### src/rtl/load_data_if.sv
// System-bus and arbiter signals between the line fill engine (master) and the
// bus/arbiter side (slave).
interface load_data_if #(
    parameter int BUS_DATA_WIDTH = 64,
    parameter int BUS_TAG_WIDTH  = 13
);
    logic                      abtr_grant;
    logic                      abtr_reqcyc;
    logic                      bus_busy;
    logic                      main_bus_reqcyc;
    logic                      main_bus_reqack;
    logic [BUS_DATA_WIDTH-1:0] main_bus_req;
    logic [BUS_TAG_WIDTH-1:0]  main_bus_reqtag;
    logic                      main_bus_respcyc;
    logic [BUS_DATA_WIDTH-1:0] main_bus_resp;
    logic [BUS_TAG_WIDTH-1:0]  main_bus_resptag;
    logic                      main_bus_respack;

    modport master (
        input  abtr_grant, main_bus_reqack, main_bus_respcyc, main_bus_resp, main_bus_resptag,
        output abtr_reqcyc, bus_busy, main_bus_reqcyc, main_bus_req, main_bus_reqtag,
               main_bus_respack
    );

    modport slave (
        output abtr_grant, main_bus_reqack, main_bus_respcyc, main_bus_resp, main_bus_resptag,
        input  abtr_reqcyc, bus_busy, main_bus_reqcyc, main_bus_req, main_bus_reqtag,
               main_bus_respack
    );
endinterface

### src/rtl/load_data.sv
// Cache-line fill engine: wins the arbiter, issues one line read, gathers
// LINE_BEATS response beats into a line and presents it with ready.
module load_data #(
    parameter int BUS_DATA_WIDTH = 64,
    parameter int BUS_TAG_WIDTH  = 13,
    parameter int LINE_BEATS     = 8
) (
    input  logic                                 clk,
    input  logic                                 reset,
    input  logic                                 enable,
    input  logic [BUS_DATA_WIDTH-1:0]            addr,
    load_data_if.master                          bus,
    output logic                                 ready,
    output logic [BUS_DATA_WIDTH*LINE_BEATS-1:0] data
);
    localparam int IDXW = $clog2(LINE_BEATS);
    localparam int CNTW = IDXW + 1;
    localparam int OFFW = $clog2(BUS_DATA_WIDTH * LINE_BEATS / 8);
    localparam logic [BUS_TAG_WIDTH-1:0] SYSBUS_READ   = BUS_TAG_WIDTH'(1);
    localparam logic [BUS_TAG_WIDTH-1:0] SYSBUS_MEMORY = BUS_TAG_WIDTH'(1);
    localparam logic [BUS_TAG_WIDTH-1:0] READ_TAG      = (SYSBUS_READ << 12) | (SYSBUS_MEMORY << 8);

    typedef enum logic [2:0] {IDLE, ARB, ADDRREQ, RESP, READY} state_t;

    state_t                                    state_q, state_d;
    logic [CNTW-1:0]                           cnt_q;
    logic [LINE_BEATS-1:0][BUS_DATA_WIDTH-1:0] line_q;
    logic [BUS_DATA_WIDTH-1:0]                 line_addr_q, req_q;
    logic [BUS_TAG_WIDTH-1:0]                  tag_q;
    logic                                      abtr_q, busy_q, reqcyc_q, ready_q;
    logic                                      beat;
    logic                                      unused_ok;

    assign beat      = (state_q == RESP) && bus.main_bus_respcyc;
    assign unused_ok = ^{bus.main_bus_resptag, addr[OFFW-1:0]};

    always_comb begin
        state_d = state_q;
        case (state_q)
            IDLE, READY: if (enable) state_d = ARB;
            ARB:         if (bus.abtr_grant) state_d = ADDRREQ;
            ADDRREQ:     if (bus.main_bus_reqack) state_d = RESP;
            RESP:        if (beat && cnt_q == CNTW'(LINE_BEATS - 1)) state_d = READY;
            default:     state_d = IDLE;
        endcase
    end

    // Outputs are registered from the next state so they track state_q exactly.
    always_ff @(posedge clk) begin
        if (!reset) begin
            state_q     <= IDLE;
            cnt_q       <= '0;
            line_q      <= '0;
            line_addr_q <= '0;
            req_q       <= '0;
            tag_q       <= '0;
            abtr_q      <= 1'b0;
            busy_q      <= 1'b0;
            reqcyc_q    <= 1'b0;
            ready_q     <= 1'b0;
        end else begin
            state_q  <= state_d;
            abtr_q   <= state_d inside {ARB, ADDRREQ, RESP};
            busy_q   <= state_d inside {ADDRREQ, RESP};
            reqcyc_q <= (state_d == ADDRREQ);
            req_q    <= (state_d == ADDRREQ) ? line_addr_q : '0;
            tag_q    <= (state_d == ADDRREQ) ? READ_TAG : '0;
            ready_q  <= (state_d == READY);
            if ((state_q == IDLE || state_q == READY) && enable)
                line_addr_q <= {addr[BUS_DATA_WIDTH-1:OFFW], OFFW'(0)};
            // Counter restarts while the request is pending, so RESP always begins at beat 0.
            if (state_q == ADDRREQ) begin
                cnt_q <= '0;
            end else if (beat) begin
                line_q[cnt_q[IDXW-1:0]] <= bus.main_bus_resp;
                cnt_q                   <= cnt_q + CNTW'(1);
            end
        end
    end

    assign bus.abtr_reqcyc      = abtr_q;
    assign bus.bus_busy         = busy_q;
    assign bus.main_bus_reqcyc  = reqcyc_q;
    assign bus.main_bus_req     = req_q;
    assign bus.main_bus_reqtag  = tag_q;
    assign bus.main_bus_respack = beat;
    assign ready                = ready_q;
    assign data                 = line_q;
endmodule

### src/flat_wrapper.sv
// flat-port wrapper written by rule: the top's interface ports become plain ports
module load_data_flat 
#(
    parameter int BUS_DATA_WIDTH = 64,
    parameter int BUS_TAG_WIDTH  = 13,
    parameter int LINE_BEATS     = 8
)
  (clk, reset, enable, addr, ready, data, bus_abtr_grant, bus_main_bus_reqack, bus_main_bus_respcyc, bus_main_bus_resp, bus_main_bus_resptag, bus_abtr_reqcyc, bus_bus_busy, bus_main_bus_reqcyc, bus_main_bus_req, bus_main_bus_reqtag, bus_main_bus_respack);
  load_data_if #(.BUS_DATA_WIDTH(BUS_DATA_WIDTH), .BUS_TAG_WIDTH(BUS_TAG_WIDTH)) bus_i ();
  input  logic clk;
  input  logic reset;
  input  logic enable;
  input  logic [BUS_DATA_WIDTH-1:0] addr;
  output logic ready;
  output logic [BUS_DATA_WIDTH*LINE_BEATS-1:0] data;
  input wire logic [$bits(bus_i.abtr_grant)-1:0] bus_abtr_grant;
  input wire logic [$bits(bus_i.main_bus_reqack)-1:0] bus_main_bus_reqack;
  input wire logic [$bits(bus_i.main_bus_respcyc)-1:0] bus_main_bus_respcyc;
  input wire logic [$bits(bus_i.main_bus_resp)-1:0] bus_main_bus_resp;
  input wire logic [$bits(bus_i.main_bus_resptag)-1:0] bus_main_bus_resptag;
  output wire logic [$bits(bus_i.abtr_reqcyc)-1:0] bus_abtr_reqcyc;
  output wire logic [$bits(bus_i.bus_busy)-1:0] bus_bus_busy;
  output wire logic [$bits(bus_i.main_bus_reqcyc)-1:0] bus_main_bus_reqcyc;
  output wire logic [$bits(bus_i.main_bus_req)-1:0] bus_main_bus_req;
  output wire logic [$bits(bus_i.main_bus_reqtag)-1:0] bus_main_bus_reqtag;
  output wire logic [$bits(bus_i.main_bus_respack)-1:0] bus_main_bus_respack;
  assign bus_i.abtr_grant = bus_abtr_grant;
  assign bus_i.main_bus_reqack = bus_main_bus_reqack;
  assign bus_i.main_bus_respcyc = bus_main_bus_respcyc;
  assign bus_i.main_bus_resp = bus_main_bus_resp;
  assign bus_i.main_bus_resptag = bus_main_bus_resptag;
  assign bus_abtr_reqcyc = bus_i.abtr_reqcyc;
  assign bus_bus_busy = bus_i.bus_busy;
  assign bus_main_bus_reqcyc = bus_i.main_bus_reqcyc;
  assign bus_main_bus_req = bus_i.main_bus_req;
  assign bus_main_bus_reqtag = bus_i.main_bus_reqtag;
  assign bus_main_bus_respack = bus_i.main_bus_respack;
  load_data #(.BUS_DATA_WIDTH(BUS_DATA_WIDTH), .BUS_TAG_WIDTH(BUS_TAG_WIDTH), .LINE_BEATS(LINE_BEATS)) u_core (.clk(clk), .reset(reset), .enable(enable), .addr(addr), .bus(bus_i), .ready(ready), .data(data));
endmodule
### config.mk
export PLATFORM = sky130hd
export DESIGN_NAME = load_data_flat
export DESIGN_NICKNAME = d
export VERILOG_FILES = /design/src/rtl/load_data_if.sv /design/src/rtl/load_data.sv /design/src/flat_wrapper.sv
export SDC_FILE = /design/constraint.sdc
export NUM_CORES = 1
export LEC_CHECK = 0
export BUFFER_PORTS_ARGS = -buffer_cell sky130_fd_sc_hd__buf_2
export CAP_MARGIN = 20
export CELL_PAD_IN_SITES_DETAIL_PLACEMENT = 0
export CELL_PAD_IN_SITES_GLOBAL_PLACEMENT = 1
export CORE_AREA = 2 2 290 292
export CTS_CLUSTER_DIAMETER = 30
export CTS_CLUSTER_SIZE = 10
export DETAILED_ROUTE_END_ITERATION = 8
export DIE_AREA = 0 0 292 294
export HOLD_SLACK_MARGIN = 0.02
export PLACE_DENSITY_LB_ADDON = 0.1
export SYNTH_ARGS = -nofsm -noshare
export SYNTH_HDL_FRONTEND = slang
export SYNTH_SLANG_ARGS = --single-unit
### constraint.sdc
create_clock -name clk -period 1.87 [get_ports clk]
set_input_delay 0 -clock clk [delete_from_list [all_inputs] [get_ports clk]]
set_output_delay 0 -clock clk [all_outputs]
set_load 0.01 [all_outputs]
==> flow_metrics.py, run 1 <==
metrics = {
    "status": {
        "status": "finished clean",
    },
    "synth": {
        "syn_avg_cell_area_um2": 10.3,
        "ys_types": 37,
        "synth.cell_area_mm2": 0.0233,
        "yosysWarnings": 0,
        "synth_area_leaders": "dfxtp_1 55%, mux2i_1 22%, nand2_1 11%, nor4b_1 2.3%, buf_4 2.2%",
        "yosys.area.top_type": "dfxtp_1",
        "synth.most_common_cell": "nand2_1",
        "syn-instance-count": 2266,
        "async_flop_share_pct": 0,
        "synth_top_area_share_pct": 55.0,
        "synth_edf_count": 0,
        "synth_seq_area_share_pct": 55.0,
        "synthFlopType": "dfxtp_1",
        "synth_common_cells": "699 x nand2_1, 639 x dfxtp_1, 513 x mux2i_1, 89 x clkbuf_1, 68 x buf_4",
        "ys_ff_latch": 639,
    },
    "floorplan": {
        "rows": 106,
        "start_util_pct": 28.1,
        "fp.dieW_um": 292,
        "core_area_mm2": 0.0829,
        "dieArea_mm2": 0.0858,
        "fp.dieH_um": 294,
        "io-pin-count": 741,
    },
    "layout": {
        "fin_cells": 4389,
        "area_delta_synth_final_pct": 52.2,
        "fin_util_pct": 42.7,
        "finalNetCount": 3315,
        "final_layout_size_suffix_gt1_share_pct": 32.6,
        "fin_area_mm2": 0.0354,
        "nFillCells": 8178,
    },
    "critical_path": {
        "cp-start-kind": "flip-flop",
        "critical_path.slowest_cell": "a211oi_4",
        "critPathBufInv": 1,
        "worstPathRequired_ns": 2.44,
        "cp.arrival_ns": 2.30,
        "critPathLaunch": "u_core.cnt_q[1]",
        "cp_top_family": "simple AND/OR/NAND/NOR gates",
        "r2r_slack_ns": 0.13,
        "path_class": "reg -> reg",
        "end_kind": "flip-flop",
        "max_stage_delay_ns": 0.34,
        "cp_max_fo": 62,
        "crit_path_cell_trace": "ha_1, nand4b_1, a211oi_4, buf_12, nor4b_1",
        "reg2reg_from": "u_core.cnt_q[1]",
    },
    "timing": {
        "hold_viol": 0,
        "slew_violations": 0,
        "setup_ws_ns": 0.133,
        "max_freq_ghz": 0.576,
        "fin_crit_sh_pct": 92.9,
        "min_period_ns": 1.74,
        "rsz0062_at_grt": "no",
        "tightest_slew_ns": 0.657,
        "finalSetupViolCount": 0,
        "slew-limit-headroom_pct": 56.1,
        "fin_tns_setup_ns": 0,
        "whs_ns": 0.0958,
        "skew_ns": 0.0274,
    },
    "pwr": {
        "p_leak_nw": 17.0,
        "power.switching_mw": 9.84,
        "switching_share_pct": 22.1,
        "pwr-share-clk_pct": 64.9,
        "p_int_mw": 34.7,
        "seqPwrFrac_pct": 31.2,
        "total_power_mw": 44.6,
        "powerDensity_mw_per_mm2": 1260,
        "combPwrFrac_pct": 3.9,
        "vdd_drop_max_mv": 0.733,
    },
    "cts": {
        "cts_setup_buffers": 0,
        "htree_levels": 4,
        "clk_pin_slew_ns": 0.04,
        "clk_latency_ns": 0.72,
        "cts_tree": "yes",
        "root_buffer": "clkbuf_16",
        "cts_buffer_depth": 3,
        "numCtsBuffers": 167,
        "cts.sinks": 639,
    },
    "placement": {
        "gp_routability_congestion": 0.811,
        "dpl.cell_count": 3942,
        "dp_slack_ns": 0.0853,
        "port_buffers": 704,
        "hpwl_mm": 60.2,
        "place_area_mm2": 0.0282,
    },
    "grt": {
        "grt_pass1_wl_mm": 129,
        "grt_pass1_vias": 20100,
        "grt_max_degree": 87,
        "grtUsageTotal_pct": 19.9,
        "grt_overflow_total": 0,
        "antenna_found_initial": 2,
    },
    "run": {
        "max-cap-violations": 0,
    },
    "detailed_routing": {
        "drt-initial-drc-count": 721,
        "vias_per_cell": 4.48,
        "detail_route.first_pass.iterations": 4,
        "vias": 19600,
        "drc_errors": 0,
        "drtAntennaViolNets": 0,
        "avgRoutedWirePerCell_um": 20.1,
        "routed_wl_mm": 88.2,
    },
    "worst_hold_path": {
        "min_from": "addr[32]",
        "hold_path.class": "in -> reg",
    },
}
per-layer routing:
layer | global-route usage, % | up-vias | wire [µm]
met4 | 10.1 | 0 | 3710
met5 | 0 | - | 0
li1 | - | 9423 | -
met1 | 22.7 | 9441 | 36000
met2 | 33.8 | 609 | 43000
met3 | 6.21 | 168 | 5480
area by class of cell:
class,instances,area (µm²),share of cell area (%)
timing repair buffer,912,5940,16.8
multi-input combinational,1446,9480,26.8
inverter,1,6.26,0.0177
sequential,639,12800,36.1
clock buffer,233,4870,13.8
clock inverter,77,952,2.69
tap,1080,1350,3.82
antenna,1,2.50,0.00707
timing repair:
| item | in CTS | in global routing |
|---|---|---|
| endpoints found under the hold margin | 639 | 0 |
| hold buffers | 136 | 0 |
| setup endpoints to repair | 1 | 30 |
| pin swaps | 0 | 1 |
| gates resized for setup | 1 | 3 |
path summary, 6_finish.rpt:
check | to | cells past startpoint
worst max-delay path | u_core.bus.main_bus_req[63] | 5
worst min-delay path | u_core.line_addr_q[32] | 4
worst max register to register | u_core.bus.main_bus_req[63] | 5
worst min register to register | u_core.data[235] | 2
flip-flops by register name (all words and copies together) (netlist names):
register / count
u_core.data: 512
u_core.cnt_q: 4
u_core.bus.main_bus_reqtag: 1
u_core.bus.main_bus_req: 58
u_core.line_addr_q: 58
u_core.state_q: 3
u_core.ready: 1
u_core.bus.bus_busy: 1
u_core.bus.abtr_reqcyc: 1
worst min-delay path, cell delays in order:
cell	delay [ns]
dlygate4sd3_1	0.52
buf_2	0.12
nand2_1	0.04
a21boi_0	0.06
cell usage in the layout (no fill, tap or decap), types with 24 or more instances in the layout:
cell type      synthesis  routed
a21boi_0              45      45
buf_12                 0      40
buf_2                 24     703
buf_4                 68      32
clkbuf_1              89      24
clkbuf_16              0     169
clkbuf_8               0      40
clkinv_2               0      39
dfxtp_1              639     637
dlygate4sd3_1          0     136
mux2i_1              513     513
nand2_1              699     699
nand3_1               60      59
nor4b_1               61      60
power by group through the flow:
stage | combinational [mW] | sequential, mW | clock [mW]
after floorplan | 0.912 | 14.1 | 0
after global placement | 1.52 | 14.1 | 0
after detailed placement | 1.54 | 14.1 | 0
after CTS | 1.78 | 13.9 | 29.5
after global routing | 1.91 | 13.9 | 30.3
final | 1.75 | 13.9 | 28.9
logic make-up (layout without fill, tap and decap cells):
| group | count (synthesis) | after routing | share of synthesized area [%] |
|---|---|---|---|
| simple gates | 845 | 845 | 15.8 |
| flops | 639 | 639 | 55.0 |
| mux | 513 | 513 | 22.1 |
| buf+inv | 197 | 1223 | 4.79 |
| compound gates | 69 | 69 | 2.23 |
| fa+ha+maj | 1 | 1 | 0.0538 |
| other cells | 1 | 18 | 0.0161 |
| xor+xnor | 1 | 1 | 0.0377 |
(Power assumes the default switching activity.)
==> inputs of run 2 (changes only) <==
==> constraint.sdc (replaced) <==
create_clock -name clk -period 1.87 [get_ports clk]
set_input_delay 0.187 -clock clk [delete_from_list [all_inputs] [get_ports clk]]
set_output_delay 0.187 -clock clk [all_outputs]
set_load 0.01 [all_outputs]
==> run 2 against run 1 <==
  * Die area unchanged
  * Clock power up 2%
  * Clock skew increased by 0.024 ns
  * Worst setup slack worse by 0.037 ns
  * Design area is 0.81% higher
  * Non-clock buffer count grew 16
  * Via count is 0.24% higher
  * Critical path depth decreased by 1
  * Utilization is 0.35 points higher
  * Sequential power barely moved
  * Fmax is 2.1% lower
  * Critical path type is now reg -> out
  * Sequential cell count did not move
==> flow_metrics.py, run 2 (synthesis results as in run 1) <==
metrics = {
    "detailed_routing": {
        "drtAntennaViolNets": 0,
        "vias_per_cell": 4.48,
        "drc_errors": 0,
        "routed_wl_mm": 89.7,
        "avgRoutedWirePerCell_um": 20.4,
        "drt-initial-drc-count": 798,
        "vias": 19700,
        "detail_route.first_pass.iterations": 4,
    },
    "timing": {
        "hold_viol": 0,
        "min_period_ns": 1.77,
        "tightest_slew_ns": 0.795,
        "skew_ns": 0.0510,
        "finalSetupViolCount": 0,
        "fin_crit_sh_pct": 94.9,
        "fin_tns_setup_ns": 0,
        "slew_violations": 0,
        "max_freq_ghz": 0.564,
        "rsz0062_at_grt": "yes",
        "slew-limit-headroom_pct": 46.9,
    },
    "critical_path": {
        "path_class": "reg -> out",
        "cp.arrival_ns": 1.59,
        "cp_max_fo": 6,
        "reg2reg_depth": 5,
        "r2r_slack_ns": 0.1,
        "reg2reg_to": "u_core.data[16]",
        "reg2reg_from": "u_core.state_q[1]",
        "worstPathRequired_ns": 1.68,
        "end_kind": "output pin",
        "cp-start-kind": "flip-flop",
    },
    "floorplan": {
        "fp.dieW_um": 292,
        "dieArea_mm2": 0.0858,
        "core_area_mm2": 0.0829,
        "fp.dieH_um": 294,
        "rows": 106,
        "io-pin-count": 741,
        "start_util_pct": 28.1,
    },
    "worst_hold_path": {
        "hold_path.class": "in -> reg",
        "min_from": "bus_main_bus_resp[0]",
        "holdPathStages": 3,
        "min_to": "u_core.data[384]",
    },
    "grt": {
        "grt_max_degree": 74,
        "grt_pass1_vias": 20200,
        "grt_pass1_wl_mm": 129,
        "grtUsageTotal_pct": 19.9,
        "grt_overflow_total": 0,
        "antenna_found_initial": 1,
    },
    "layout": {
        "finalNetCount": 3330,
        "fin_util_pct": 43.0,
        "layout.cells.most_common": "buf_2",
        "fin_cells": 4396,
        "largest_reg_flops": 512,
        "area_delta_synth_final_pct": 53.4,
        "fin_area_mm2": 0.0357,
        "final_layout_size_suffix_gt1_share_pct": 33.4,
        "final_cell_mix": "702 x buf_2, 699 x nand2_1, 637 x dfxtp_1, 512 x mux2i_1, 171 x clkbuf_16",
    },
    "placement": {
        "dpl.cell_count": 3956,
        "hpwl_mm": 60.3,
        "place_area_mm2": 0.0282,
        "port_buffers": 704,
        "gp_routability_congestion": 0.797,
    },
    "run": {
        "max-cap-violations": 0,
    },
    "status": {
        "status": "finished clean",
    },
    "pwr": {
        "vdd_drop_max_mv": 0.690,
        "powerDensity_mw_per_mm2": 1260,
        "p_leak_nw": 17.1,
    },
    "cts": {
        "root_buffer": "clkbuf_16",
        "cts_buffer_depth": 3,
        "clk_pin_slew_ns": 0.04,
        "cts_tree": "yes",
        "clk_latency_ns": 0.73,
        "numCtsBuffers": 166,
        "htree_levels": 4,
        "cts.sinks": 639,
    },
}
-- run 2: cell count changes in the layout (fill, tap and decap cells not counted), sizes merged --
| cell | change |
|---|---|
| bufinv | +2 |
| inv | -2 |
| clkinvlp | +1 |
| bufbuf | +1 |
| buf | +23 |
| clkinv | +1 |
| clkbuf | -6 |
| dlygate4sd3 | -13 |
-- run 2: worst max-delay path by stage --
stage	startpoint	to	slack [ns]	depth (start not counted)
global route	u_core.state_q[1]	u_core.data[2]	-0.07	5
finish	u_core.state_q[1]	bus_main_bus_respack	0.1	4
detailed placement	u_core.state_q[0]	u_core.data[160]	-0.04	5
CTS	u_core.state_q[1]	bus_main_bus_respack	0.002	4
floorplan	u_core.state_q[1]	u_core.bus.abtr_reqcyc	0.33	5
global placement	u_core.state_q[0]	u_core.data[129]	0.04	5
-- run 2: cell type report --
| type | instances | area (µm²) |
|---|---|---|
| Tap cell | 1080 | 1350 |
| Sequential cell | 639 | 12800 |
| Clock inverter | 79 | 1190 |
| Fill cell | 8178 | 47200 |
| Timing Repair Buffer | 928 | 6070 |
| Antenna cell | 1 | 2.50 |
| Clock buffer | 222 | 4760 |
| Multi-Input combinational cell | 1446 | 9500 |
| Inverter | 1 | 6.26 |
-- run 2: through the flow --
stage | setup slack [ns] | hold slack, ns | power [mW]
after floorplan | 0.328 | 0.322 | 15.0
after global placement | 0.0402 | 0.431 | 15.7
after detailed placement | -0.0415 | 0.434 | 15.7
after CTS | 0.00182 | 0.0378 | 45.6
after global routing | -0.0657 | 0.0642 | 46.6
final | 0.0962 | 0.0616 | 45.0
-- run 2: worst max-delay path, stage by stage, from the launching register on --
cell      delay (ns)
dfxtp_4         0.38
nand4b_4        0.14
inv_4           0.10
buf_4           0.14
buf_6           0.12
-- run 2: repair_timing --
| action | CTS | global route |
|---|---|---|
| setup buffers | 2 | 8 |
| resized for setup | 8 | 13 |
| cloned | 0 | 5 |
| hold endpoints to repair | 516 | 0 |
| hold buffers | 123 | 0 |
| pin swaps | 1 | 3 |
| endpoints found under the setup margin | 39 | 81 |
-- run 2: routing by layer --
layer  wire [µm]  vias to the layer above  share of wire (%)  track usage (%)
met5          13                        -              0.014                0
met1       36100                     9444                 40             22.1
li1            -                     9436                  -                -
met3        6370                      175                7.1             7.08
met2       43600                      632                 49             33.9
met4        3520                        2                3.9             9.50
-- run 2: power breakdown --
part / leakage (nW) / internal (mW) / switching [mW]
Sequential: 5.16 / 13.8 / 0.0715
Combinational: 9.04 / 0.692 / 1.07
Clock: 2.91 / 20.4 / 9.02
==> inputs of run 3 (changes only) <==
--- a/config.mk
+++ b/config.mk
@@ -16,6 +16,7 @@
 export DIE_AREA = 0 0 292 294
 export HOLD_SLACK_MARGIN = 0.02
 export PLACE_DENSITY_LB_ADDON = 0.1
+export REMOVE_ABC_BUFFERS = 1
 export SYNTH_ARGS = -nofsm -noshare
 export SYNTH_HDL_FRONTEND = slang
 export SYNTH_SLANG_ARGS = --single-unit
==> run 3 against run 2 <==
  * Sequential power is essentially flat
  * Clock power shrank 5%
  * Via count shrank 0.57%
  * Sequential share of layout area grew 0.47 points
  * Register-to-register slack is essentially flat
  * Clock-buffer cell count grew 18
  * Clock skew shrank 0.029 ns
  * Non-clock buffer count shrank 3
  * Power shrank 3.4%
  * Worst hold slack gained 0.0053 ns
  * Critical endpoint is now u_core.data[69]
==> flow_metrics.py, run 3 (synthesis results as in run 1) <==
metrics = {
    "status": {
        "status": "finished clean",
    },
    "critical_path": {
        "path_class": "reg -> reg",
        "cp.arrival_ns": 2.42,
        "cp_max_fo": 14,
        "end_kind": "flip-flop",
        "cp_common_cell": "buf_12",
        "max_stage_delay_ns": 0.36,
        "cp-start-kind": "flip-flop",
        "crit_path_cell_trace": "nand4b_4, buf_4, nor4b_4, buf_12, buf_12, mux2i_1",
        "cp_top_family": "buffers and inverters",
        "critical_path.slowest_cell": "nor4b_4",
        "worstPathRequired_ns": 2.51,
        "critPathBufInv": 3,
    },
    "grt": {
        "grtUsageTotal_pct": 20.1,
        "antenna_found_initial": 0,
        "grt_pass1_wl_mm": 130,
        "grt_overflow_total": 0,
        "grt_max_degree": 103,
        "grt_pass1_vias": 20300,
    },
    "worst_hold_path": {
        "hold_path.class": "in -> reg",
    },
    "timing": {
        "max_freq_ghz": 0.561,
        "slew_violations": 0,
        "slew-limit-headroom_pct": 63.3,
        "setup_ws_ns": 0.0879,
        "skew_ns": 0.0215,
        "rsz0062_at_grt": "no",
        "hold_viol": 0,
        "tightest_slew_ns": 0.551,
        "fin_tns_setup_ns": 0,
        "min_period_ns": 1.78,
        "fin_crit_sh_pct": 95.3,
        "whs_ns": 0.0669,
        "finalSetupViolCount": 0,
    },
    "floorplan": {
        "fp.dieW_um": 292,
        "io-pin-count": 741,
        "start_util_pct": 28.1,
        "rows": 106,
        "fp.dieH_um": 294,
        "dieArea_mm2": 0.0858,
        "core_area_mm2": 0.0829,
    },
    "pwr": {
        "powerDensity_mw_per_mm2": 1240,
        "p_leak_nw": 16.9,
        "total_power_mw": 43.5,
        "vdd_drop_max_mv": 0.713,
    },
    "placement": {
        "port_buffers": 704,
        "gp_routability_congestion": 0.800,
        "hpwl_mm": 59.9,
        "dp_slack_ns": -0.00615,
    },
    "layout": {
        "layout.cells.most_common": "buf_2",
        "nFillCells": 8147,
        "antenna_cells": 0,
        "final_cell_mix": "702 x buf_2, 699 x nand2_1, 637 x dfxtp_1, 513 x mux2i_1, 172 x clkbuf_16",
        "largest_reg_flops": 512,
        "finalNetCount": 3326,
        "final_layout_size_suffix_gt1_share_pct": 32.8,
        "area_delta_synth_final_pct": 51.4,
    },
    "cts": {
        "root_buffer": "clkbuf_16",
        "cts.sinks": 639,
        "numCtsBuffers": 165,
        "clk_pin_slew_ns": 0.04,
        "cts_buffer_depth": 3,
        "cts_tree": "yes",
        "clk_latency_ns": 0.72,
        "htree_levels": 4,
    },
    "detailed_routing": {
        "avgRoutedWirePerCell_um": 20.3,
        "drtAntennaViolNets": 0,
        "vias_per_cell": 4.46,
        "drt-initial-drc-count": 632,
        "drc_errors": 0,
        "detail_route.first_pass.iterations": 5,
        "routed_wl_mm": 89.1,
        "vias": 19600,
    },
    "run": {
        "max-cap-violations": 0,
    },
}
## run 3: what timing repair did
| item | 4_1_cts | 5_1_grt |
|---|---|---|
| hold buffers | 123 | 0 |
| endpoints found under the setup margin | 4 | 10 |
| gates resized for setup | 3 | 2 |
| endpoints found under the hold margin | 552 | 0 |
| pin swaps | 1 | 2 |
| buffers inserted | 3 | 1 |
## run 3: metrics by stage
step	instance area (µm²)	utilization [%]	std cells
floorplan	22200	-	2086
global placement	28300	34.2	3964
detailed placement	28300	34.2	3964
CTS	35200	42.5	4392
global route	35200	42.5	4393
finish	35200	42.5	4393
## run 3: final timing paths
path | startpoint | endpoint | slack (ns) | cells past startpoint
min | bus_main_bus_resp[8] | u_core.data[456] | 0.07 | 3
min reg2reg | u_core.line_addr_q[41] | u_core.bus.main_bus_req[41] | 0.45 | 2
max reg2reg | u_core.state_q[2] | u_core.data[69] | 0.09 | 6
max | u_core.state_q[2] | u_core.data[69] | 0.09 | 6
## run 3: tightest hold or removal path, cell delays in order
cell	delay (ns)
buf_2	0.08
nand2_1	0.26
mux2i_1	0.21
## run 3: layer usage
layer | routed length [µm] | up-vias | track usage, % | share of wire, %
met4 | 3390 | 0 | 9.48 | 3.8
li1 | - | 9424 | - | -
met1 | 36200 | 9379 | 22.7 | 41
met5 | 0 | - | 0 | 0
met3 | 6820 | 158 | 7.59 | 7.7
met2 | 42700 | 616 | 33.6 | 48
## run 3: layout make-up
type | instances | area [µm²] | share of cell area (%)
repair buffers | 925 | 5990 | 17.0
clock inverters | 62 | 678 | 1.93
well taps | 1080 | 1350 | 3.84
multi-input cells | 1446 | 9470 | 26.9
flip-flops and latches | 639 | 12800 | 36.3
clock buffers | 240 | 4910 | 13.9
inverters | 1 | 6.26 | 0.0178
## run 3: power by group
group          internal, mW  total, mW  leakage, nW  switching, mW
logic                 0.672       1.73         9.01           1.05
clock network          19.5       27.9         2.75           8.39
registers              13.8       13.9         5.16         0.0673
total                  34.0       43.5         16.9           9.51
